[src/rtl/axis_fifo_pkg.sv]
// Shared sizing helpers for the AXIS FIFO pointer/flow-control sequencer.
package axis_fifo_pkg;

    // Pointers carry one wrap bit above the address bits so that full and empty can be told apart.
    function automatic int ptr_width(input int els);
        return $clog2(els) + 1;
    endfunction

    function automatic int count_width(input int els);
        return $clog2(els + 1);
    endfunction

endpackage

[src/rtl/axis_fifo_ctrl_if.sv]
// Valid/ready handshake bundle for one AXIS stream direction.
interface axis_fifo_ctrl_if;
    logic tvalid;
    logic tready;

    modport master (output tvalid, input tready);
    modport slave  (input tvalid, output tready);
endinterface

[src/rtl/axis_fifo_valid_pipe.sv]
// Valid-bit shadow of the memory's read pipeline; it applies the same load/clear rules as the data stages.
module axis_fifo_valid_pipe #(
    parameter int pipeline_output_p = 1
) (
    input  logic                         clk_i,
    input  logic                         reset_n_i,
    input  logic                         flush_i,
    input  logic                         r_v_i,
    input  logic                         ready_i,
    output logic [pipeline_output_p-1:0] valid_o,
    output logic                         load1_o
);

    localparam int P = pipeline_output_p;

    logic [P:0]   load;
    logic [P-1:0] valid_q;
    logic [P-1:0] valid_d;

    assign load[0] = r_v_i;
    assign load[P] = ready_i;

    // An interior stage may load when the output drains or when the stage itself holds a bubble.
    generate
        for (genvar gi = 1; gi < P; gi++) begin : g_load
            assign load[gi] = ready_i | ~valid_q[gi];
        end
    endgenerate

    generate
        for (genvar gi = 0; gi < P; gi++) begin : g_stage
            if (gi == 0) begin : g_first
                assign valid_d[gi] = flush_i   ? 1'b0 :
                                     load[gi]  ? 1'b1 :
                                     load[gi+1] ? 1'b0 : valid_q[gi];
            end else begin : g_rest
                assign valid_d[gi] = flush_i   ? 1'b0 :
                                     load[gi]  ? valid_q[gi-1] :
                                     load[gi+1] ? 1'b0 : valid_q[gi];
            end
        end
    endgenerate

    always_ff @(posedge clk_i or negedge reset_n_i) begin
        if (!reset_n_i) begin
            valid_q <= '0;
        end else begin
            valid_q <= valid_d;
        end
    end

    assign valid_o = valid_q;
    assign load1_o = load[1];

endmodule

[src/rtl/axis_fifo_ctrl.sv]
// Pointer and flow-control sequencer for the AXIS FIFO; the paired memory supplies the data path.
module axis_fifo_ctrl
    import axis_fifo_pkg::*;
#(
    parameter int els_p             = 8,
    parameter int pipeline_output_p = 1
) (
    input  logic                             clk_i,
    input  logic                             reset_n_i,
    input  logic                             flush_i,
    axis_fifo_ctrl_if.slave                  s_axis,
    axis_fifo_ctrl_if.master                 m_axis,
    output logic                             w_v_o,
    output logic [$clog2(els_p)-1:0]         w_addr_o,
    output logic                             r_v_o,
    output logic [$clog2(els_p)-1:0]         r_addr_o,
    output logic                             output_ready_o,
    output logic [pipeline_output_p-1:0]     valid_pipe_o,
    output logic                             full_o,
    output logic                             empty_o,
    output logic [count_width(els_p)-1:0]    count_o
);

    localparam int AW = $clog2(els_p);
    localparam int PW = ptr_width(els_p);
    localparam int CW = count_width(els_p);
    localparam int P  = pipeline_output_p;

    logic [PW-1:0] wptr_q, wptr_d;
    logic [PW-1:0] rptr_q, rptr_d;
    logic [P-1:0]  valid;
    logic          load1;

    assign empty_o = (wptr_q == rptr_q);
    assign full_o  = (wptr_q[AW-1:0] == rptr_q[AW-1:0]) && (wptr_q[AW] != rptr_q[AW]);
    assign count_o = CW'(wptr_q - rptr_q);

    // Readiness comes only from registered pointers, so a read this cycle never frees a slot early.
    assign s_axis.tready = ~full_o;
    assign w_v_o         = s_axis.tvalid & ~full_o;
    assign w_addr_o      = wptr_q[AW-1:0];

    // Issue a read whenever stage 0 is empty or will hand its beat forward this cycle.
    assign r_v_o    = ~empty_o & (~valid[0] | load1);
    assign r_addr_o = rptr_q[AW-1:0];

    assign m_axis.tvalid  = valid[P-1];
    assign output_ready_o = m_axis.tready;
    assign valid_pipe_o   = valid;

    always_comb begin
        wptr_d = wptr_q;
        rptr_d = rptr_q;
        if (flush_i) begin
            wptr_d = '0;
            rptr_d = '0;
        end else begin
            if (w_v_o) begin
                wptr_d = wptr_q + PW'(1);
            end
            if (r_v_o) begin
                rptr_d = rptr_q + PW'(1);
            end
        end
    end

    always_ff @(posedge clk_i or negedge reset_n_i) begin
        if (!reset_n_i) begin
            wptr_q <= '0;
            rptr_q <= '0;
        end else begin
            wptr_q <= wptr_d;
            rptr_q <= rptr_d;
        end
    end

    axis_fifo_valid_pipe #(
        .pipeline_output_p(P)
    ) u_valid_pipe (
        .clk_i     (clk_i),
        .reset_n_i (reset_n_i),
        .flush_i   (flush_i),
        .r_v_i     (r_v_o),
        .ready_i   (m_axis.tready),
        .valid_o   (valid),
        .load1_o   (load1)
    );

`ifndef SYNTHESIS
    a_not_full_and_empty : assert property (@(posedge clk_i) disable iff (!reset_n_i)
        !(full_o && empty_o));
    a_tvalid_sticky : assert property (@(posedge clk_i) disable iff (!reset_n_i)
        (m_axis.tvalid && !m_axis.tready && !flush_i) |=> m_axis.tvalid);
`endif

endmodule
[src/flat_wrapper.sv]
// flat-port wrapper written by rule: the top's interface ports become plain ports
module axis_fifo_ctrl_flat import axis_fifo_pkg::*;
#(
    parameter int els_p             = 8,
    parameter int pipeline_output_p = 1
)
  (clk_i, reset_n_i, flush_i, w_v_o, w_addr_o, r_v_o, r_addr_o, output_ready_o, valid_pipe_o, full_o, empty_o, count_o, s_axis_tvalid, s_axis_tready, m_axis_tvalid, m_axis_tready);
  axis_fifo_ctrl_if s_axis_i ();
  axis_fifo_ctrl_if m_axis_i ();
  input  logic clk_i;
  input  logic reset_n_i;
  input  logic flush_i;
  output logic w_v_o;
  output logic [$clog2(els_p)-1:0] w_addr_o;
  output logic r_v_o;
  output logic [$clog2(els_p)-1:0] r_addr_o;
  output logic output_ready_o;
  output logic [pipeline_output_p-1:0] valid_pipe_o;
  output logic full_o;
  output logic empty_o;
  output logic [count_width(els_p)-1:0] count_o;
  input wire logic [$bits(s_axis_i.tvalid)-1:0] s_axis_tvalid;
  output wire logic [$bits(s_axis_i.tready)-1:0] s_axis_tready;
  output wire logic [$bits(m_axis_i.tvalid)-1:0] m_axis_tvalid;
  input wire logic [$bits(m_axis_i.tready)-1:0] m_axis_tready;
  assign s_axis_i.tvalid = s_axis_tvalid;
  assign s_axis_tready = s_axis_i.tready;
  assign m_axis_tvalid = m_axis_i.tvalid;
  assign m_axis_i.tready = m_axis_tready;
  axis_fifo_ctrl #(.els_p(els_p), .pipeline_output_p(pipeline_output_p)) u_core (.clk_i(clk_i), .reset_n_i(reset_n_i), .flush_i(flush_i), .s_axis(s_axis_i), .m_axis(m_axis_i), .w_v_o(w_v_o), .w_addr_o(w_addr_o), .r_v_o(r_v_o), .r_addr_o(r_addr_o), .output_ready_o(output_ready_o), .valid_pipe_o(valid_pipe_o), .full_o(full_o), .empty_o(empty_o), .count_o(count_o));
endmodule
[config.mk]
export PLATFORM = sky130hd
export DESIGN_NAME = axis_fifo_ctrl_flat
export DESIGN_NICKNAME = d
export VERILOG_FILES = /design/src/rtl/axis_fifo_pkg.sv /design/src/rtl/axis_fifo_ctrl_if.sv /design/src/rtl/axis_fifo_valid_pipe.sv /design/src/rtl/axis_fifo_ctrl.sv /design/src/flat_wrapper.sv
export SDC_FILE = /design/constraint.sdc
export NUM_CORES = 1
export LEC_CHECK = 0
export ABC_CLOCK_PERIOD_IN_PS = 2100
export CORE_MARGIN = 1
export CORE_UTILIZATION = 43
export CTS_CLUSTER_SIZE = 40
export DETAILED_ROUTE_END_ITERATION = 6
export PLACE_DENSITY = 0.77
export RECOVER_POWER = 50
export SLEW_MARGIN = 25
export SYNTH_ARGS = -nofsm -noshare
export SYNTH_HDL_FRONTEND = slang
export SYNTH_HIERARCHICAL = 1
export SYNTH_SLANG_ARGS = --single-unit
[constraint.sdc]
create_clock -name clk_i -period 2.1 [get_ports clk_i]
set_input_delay 0.42 -clock clk_i [delete_from_list [all_inputs] [get_ports clk_i]]
set_output_delay 0.42 -clock clk_i [all_outputs]
set_load 0.02 [all_outputs]
==> flow_metrics.tcl, run 1 <==
set metrics [dict create \
    avgSynthCellArea_um2 9.10 \
    cts_tree "done" \
    drive_gt1_share_pct 33.0 \
    clkPwrFrac_pct 12.1 \
    dp_hpwl_um 1280 \
    grt_pass1_wl_um 2330 \
    slew_headroom_pct 71.4 \
    hold_viol 0 \
    period_share_pct 97.4 \
    yosys_warnings 6 \
    synth_area_um2 664 \
    start_util_pct 48.6 \
    fp.dieW_um 41.3 \
    p_leak_nw 0.498 \
    cp_data_arrival_time_ps 1620 \
    rows 13 \
    status "complete, no violations" \
    numCtsBuffers 3 \
    seq_power_share_pct 20.1 \
    clockBufferDepth 2 \
    ys_ff_latch 9 \
    period_needed_ps 2040 \
    switching_share_pct 44.6 \
    drtAntennaViolNets 0 \
    cts_sinks 9 \
    worstMarginPinSlew_ps 428 \
    cp_max_fo 3 \
    cp-start-kind "flop" \
    viasPerCell 4.76 \
    vias 576 \
    worst_ep_required_time_ps 1680 \
    remaining_drc_errors 0 \
    multi_input_area_um2 353 \
    pwr-share-comb_pct 67.8 \
    fmax_mhz 489 \
    drt-wirelength-per-cell_um 13.5 \
    die_y_um 41.3 \
    drtPass1Iterations 4 \
    powerDensity_nw_per_um2 1140 \
    min_path_type "input port to asynchronous set/reset pin" \
    grt.overflow.total 0 \
    n_antenna_cell 0 \
    fill_cells 114 \
    placed_cells 116 \
    fin_cells 121 \
    synth_cell_types 24 \
    fin_nets 118 \
    wirelength_um 1640 \
    finalMaxSlewViolations 0 \
    setup_viol 0 \
    critPathKind "flop to output pin" \
    num_io_pins 23 \
    p_sw_mw 0.496 \
    grt_pass1_vias 543 \
    yosysSeqAreaShare_pct 33.9 \
    grt_start_max_net_pins 10 \
    h-tree-depth 1 \
    clkLatencyLatePin_ps 260 \
    post-route-util_pct 71.6 \
    worstRegToRegCells 8 \
    finalWeightedCongestion 0.769 \
    critPathCaptureType "output pin" \
    design.core.area_um2 1370 \
    die_area_um2 1710 \
    area_growth_pct 47.3 \
    maxCapViolCount 0 \
    finalClockSkew_ps 7.07 \
    io_buffers 22 \
    finalPower_mw 1.11 \
    syn_nets 84 \
    antenna_found_initial 0 \
    clockRootBuffer "clkbuf_4" \
    vdd_drop_max_mv 0.608 \
    final_cell_mix "buf_4, clkdlybuf4s50_1, inv_1" \
    cts_hold_buf 0 \
    internal-power_mw 0.618 \
    synth_cells 73 \
    finalSetupTns_ps 0 \
    layout_setup_ws_ps 55.0 \
    seqCellArea_um2 225 \
    layout_commonest_cell "buf_4" \
    place_ws_ps -230 \
    clkTransAtPathRegs_ps 60 \
    drtIter0Drc 13 \
    track_usage_pct 22.1 \
]
cells by family after synthesis:
kind of cell / Yosys count / synth area share, %
AO/OA/AOI/OAI: 10 / 10.2
XOR/XNOR: 8 / 11.7
adder cells (fa/ha/maj): 6 / 12.4
buffers and inverters: 21 / 16.9
flip-flops: 9 / 33.9
multiplexers: 2 / 3.01
AND/OR/NAND/NOR: 17 / 11.9
synthesized netlist by cell type:
cell type,number,area [um2]
nand2_1,2,7.51
o21ai_2,1,8.76
nor2_1,8,30.0
a21o_1,1,7.51
xnor2_1,5,43.8
xor2_2,1,16.3
or3_1,1,6.26
buf_4,9,67.6
o211ai_1,1,7.51
nand4_1,1,6.26
a21oi_2,1,8.76
ha_1,5,62.6
buf_1,1,3.75
o21ai_0,1,5.00
xor2_1,2,17.5
fa_1,1,20.0
inv_1,11,41.3
nand3_1,2,10.0
a21oi_1,4,20.0
dfrtp_1,9,225
nand2b_1,2,12.5
a21bo_2,1,10.0
and3_1,1,6.26
mux2i_1,2,20.0
layer usage:
layer  vias up  wire, um  track usage [%]
met1       266       666             24.3
met2        22       876             40.2
met3         0        92             7.98
li1        288         -                -
met5         -         0                0
met4         0         0             4.84
power by group through the flow:
stage                     clock network, mW  logic [mW]  registers (mW)
after floorplan                           0       0.421           0.246
after global placement                    0       0.769           0.220
after detailed placement                  0       0.794           0.224
after CTS                             0.143       0.763           0.223
after global routing                  0.147       0.820           0.228
final                                 0.135       0.755           0.224
state kept, by name, summed over array words and instances (netlist names):
signal                       count
u_core/rptr_q                    4
u_core/wptr_q                    4
u_core/u_valid_pipe/valid_o      1
metrics by stage:
stage	hold slack (ps)	cell area, um2
2_1_floorplan	124	664
3_3_place_gp	581	952
3_5_place_dp	587	952
4_1_cts	475	972
5_1_grt	576	978
6_report	526	978
layout make-up:
class,count,share of cell area (%)
Multi-Input combinational cell,43,36.1
Timing Repair Buffer,39,32.1
Sequential cell,9,23.0
Inverter,11,4.22
Clock buffer,4,2.69
Tap cell,15,1.92
worst max-delay path, stage by stage (launching register included):
cell and delay [ps]:
dfrtp_1 420, ha_4 270, a21o_1 190, a21oi_2 140
xor2_1 180, buf_4 170
what timing repair did:
item	CTS	global route
setup endpoints to repair	9	7
setup buffers	0	1
pin swaps	2	2
resized for setup	29	10
path summary, 6_finish.rpt:
kind	to	slack [ps]	start
hold / removal	u_core/wptr_q[1]	530	reset_n_i
hold reg to reg	u_core/wptr_q[3]	600	u_core/wptr_q[3]
min in group clk_i	u_core/wptr_q[3]	600	u_core/wptr_q[3]
setup reg to reg	u_core/rptr_q[3]	330	u_core/rptr_q[2]
setup / recovery	count_o[3]	60	u_core/wptr_q[1]
max in group asynchronous	u_core/u_valid_pipe/valid_o	1270	reset_n_i
Power figures use the tool's default switching activity.
==> inputs of run 2 (changes only) <==
--- a/config.mk
+++ b/config.mk
@@ -7,10 +7,9 @@
 export LEC_CHECK = 0
 export ABC_CLOCK_PERIOD_IN_PS = 2100
 export CORE_MARGIN = 1
-export CORE_UTILIZATION = 43
+export CORE_UTILIZATION = 35
 export CTS_CLUSTER_SIZE = 40
 export DETAILED_ROUTE_END_ITERATION = 6
-export PLACE_DENSITY = 0.77
 export RECOVER_POWER = 50
 export SLEW_MARGIN = 25
 export SYNTH_ARGS = -nofsm -noshare
==> flow_metrics.tcl, run 2 (same netlist as run 1, synthesis figures left out) <==
set metrics [dict create \
    vias 576 \
    grt_start_max_net_pins 10 \
    status "complete, no violations" \
    worstReg2RegStart "u_core/wptr_q[0]" \
    dp_hpwl_um 1140 \
    grt.overflow.total 0 \
    cts_hold_buf 0 \
    num_io_pins 23 \
    crit_chain "clkdlybuf4s50_1 > buf_4 > clkdlybuf4s50_1" \
    hold_viol 0 \
    h-tree-depth 1 \
    fill_cells 167 \
    startpoint "m_axis_tready" \
    cts_tree "done" \
    area_growth_pct 53.9 \
    fin_cells 134 \
    rows 15 \
    start_util_pct 38.1 \
    p_leak_nw 0.523 \
    drt-wirelength-per-cell_um 10.7 \
    placed_cells 128 \
    powerDensity_nw_per_um2 1120 \
    finalClockSkew_ps 7.46 \
    cp_max_fo 2 \
    placed_cell_area_um2 980 \
    layout_setup_ws_ps 88.9 \
    slew_headroom_pct 72.6 \
    worstMarginPinSlew_ps 410 \
    clkTransAtPathRegs_ps 60 \
    finalMaxSlewViolations 0 \
    fmax_mhz 497 \
    wirelength_um 1430 \
    vdd_drop_max_mv 0.695 \
    critPathKind "input port to output pin" \
    worst_ep_required_time_ps 1680 \
    grt_pass1_vias 531 \
    drive_gt1_share_pct 35.8 \
    drtIter0Drc 1 \
    critPathSlowestCell "clkdlybuf4s50_1" \
    layout_commonest_cell "buf_4" \
    final_cell_mix "buf_4, clkdlybuf4s50_1, inv_1" \
    clockRootBuffer "clkbuf_4" \
    drtAntennaViolNets 0 \
    drtPass1Iterations 3 \
    period_needed_ps 2010 \
    critical_path.max_stage_delay_ps 590 \
    place_ws_ps -129 \
    io_buffers 22 \
    antenna_found_initial 0 \
    maxCapViolCount 0 \
    clockBufferDepth 2 \
    clkLatencyLatePin_ps 260 \
    cpMostUsedCell "clkdlybuf4s50_1" \
    cp-start-kind "input port" \
    design.core.area_um2 1750 \
    min_path_type "input port to asynchronous set/reset pin" \
    cts_sinks 9 \
    viasPerCell 4.30 \
    cp_data_arrival_time_ps 1590 \
    finalWeightedCongestion 0.777 \
    remaining_drc_errors 0 \
    die_area_um2 2080 \
    setup_viol 0 \
    n_antenna_cell 0 \
    fin_nets 121 \
    fp.dieW_um 45.6 \
    grt_setup_unrepaired "false" \
    finalPower_mw 1.15 \
    grt_pass1_wl_um 2300 \
    critPathCaptureType "output pin" \
    period_share_pct 95.8 \
    track_usage_pct 16.5 \
    fin_area_um2 1020 \
    numCtsBuffers 3 \
    die_y_um 45.6 \
]
==> run 2: changes by cell type in the layout (fill, tap and decap cells not counted), moves of 2 or more <==
| cell | delta |
|---|---|
| clkbuf_1 | -2 |
| clkbuf_2 | -2 |
| buf_4 | +3 |
| buf_2 | +4 |
==> run 2: layout make-up <==
cell class / count / area, um2 / share of cell area [%]
repair buffers: 42 / 337 / 32.9
clock buffers: 3 / 22.5 / 2.20
well taps: 25 / 31.3 / 3.06
clock inverters: 1 / 5.00 / 0.490
multi-input cells: 43 / 360 / 35.3
flip-flops and latches: 9 / 225 / 22.0
inverters: 11 / 41.3 / 4.04
==> run 2: routing by layer <==
metal / vias to the layer above / share of wire (%) / global-route usage [%]
li1: 300 / - / -
met4: 0 / 0.28 / 7.27
met1: 262 / 50 / 22.8
met5: - / 0 / 0
met2: 12 / 46 / 23.7
met3: 2 / 3.4 / 4.76
==> run 2: repair_timing <==
action	CTS	global route
endpoints found under the setup margin	9	7
setup buffers	1	1
pin swaps	1	0
resized for setup	30	9
==> run 2: worst paths after layout <==
path	cells past startpoint	slack (ps)	end
setup / recovery	3	90	output_ready_o
hold / removal	1	520	u_core/rptr_q[1]
setup reg to reg	9	250	u_core/rptr_q[3]
hold reg to reg	2	600	u_core/wptr_q[3]
max in group asynchronous	1	1280	u_core/rptr_q[0]
min in group clk_i	2	600	u_core/wptr_q[3]
==> run 2: per-stage QoR <==
| step | hold slack [ps] | TNS [ps] | utilization (%) |
|---|---|---|---|
| floorplan | 124 | 0 | - |
| global placement | 586 | -436 | 56.1 |
| detailed placement | 595 | -570 | 56.1 |
| CTS | 460 | -5.84 | 58.1 |
| global route | 543 | 0 | 58.6 |
| finish | 524 | 0 | 58.6 |
==> run 2: power by group <==
group	switching (mW)	internal, mW
clock network	0.0593	0.0701
logic	0.410	0.383
registers	0.0228	0.201
==> run 2: worst max-delay path, delay by kind of cell <==
| kind | cells | cell delay (ps) |
|---|---|---|
| buffers and inverters | 3 | 1170 |
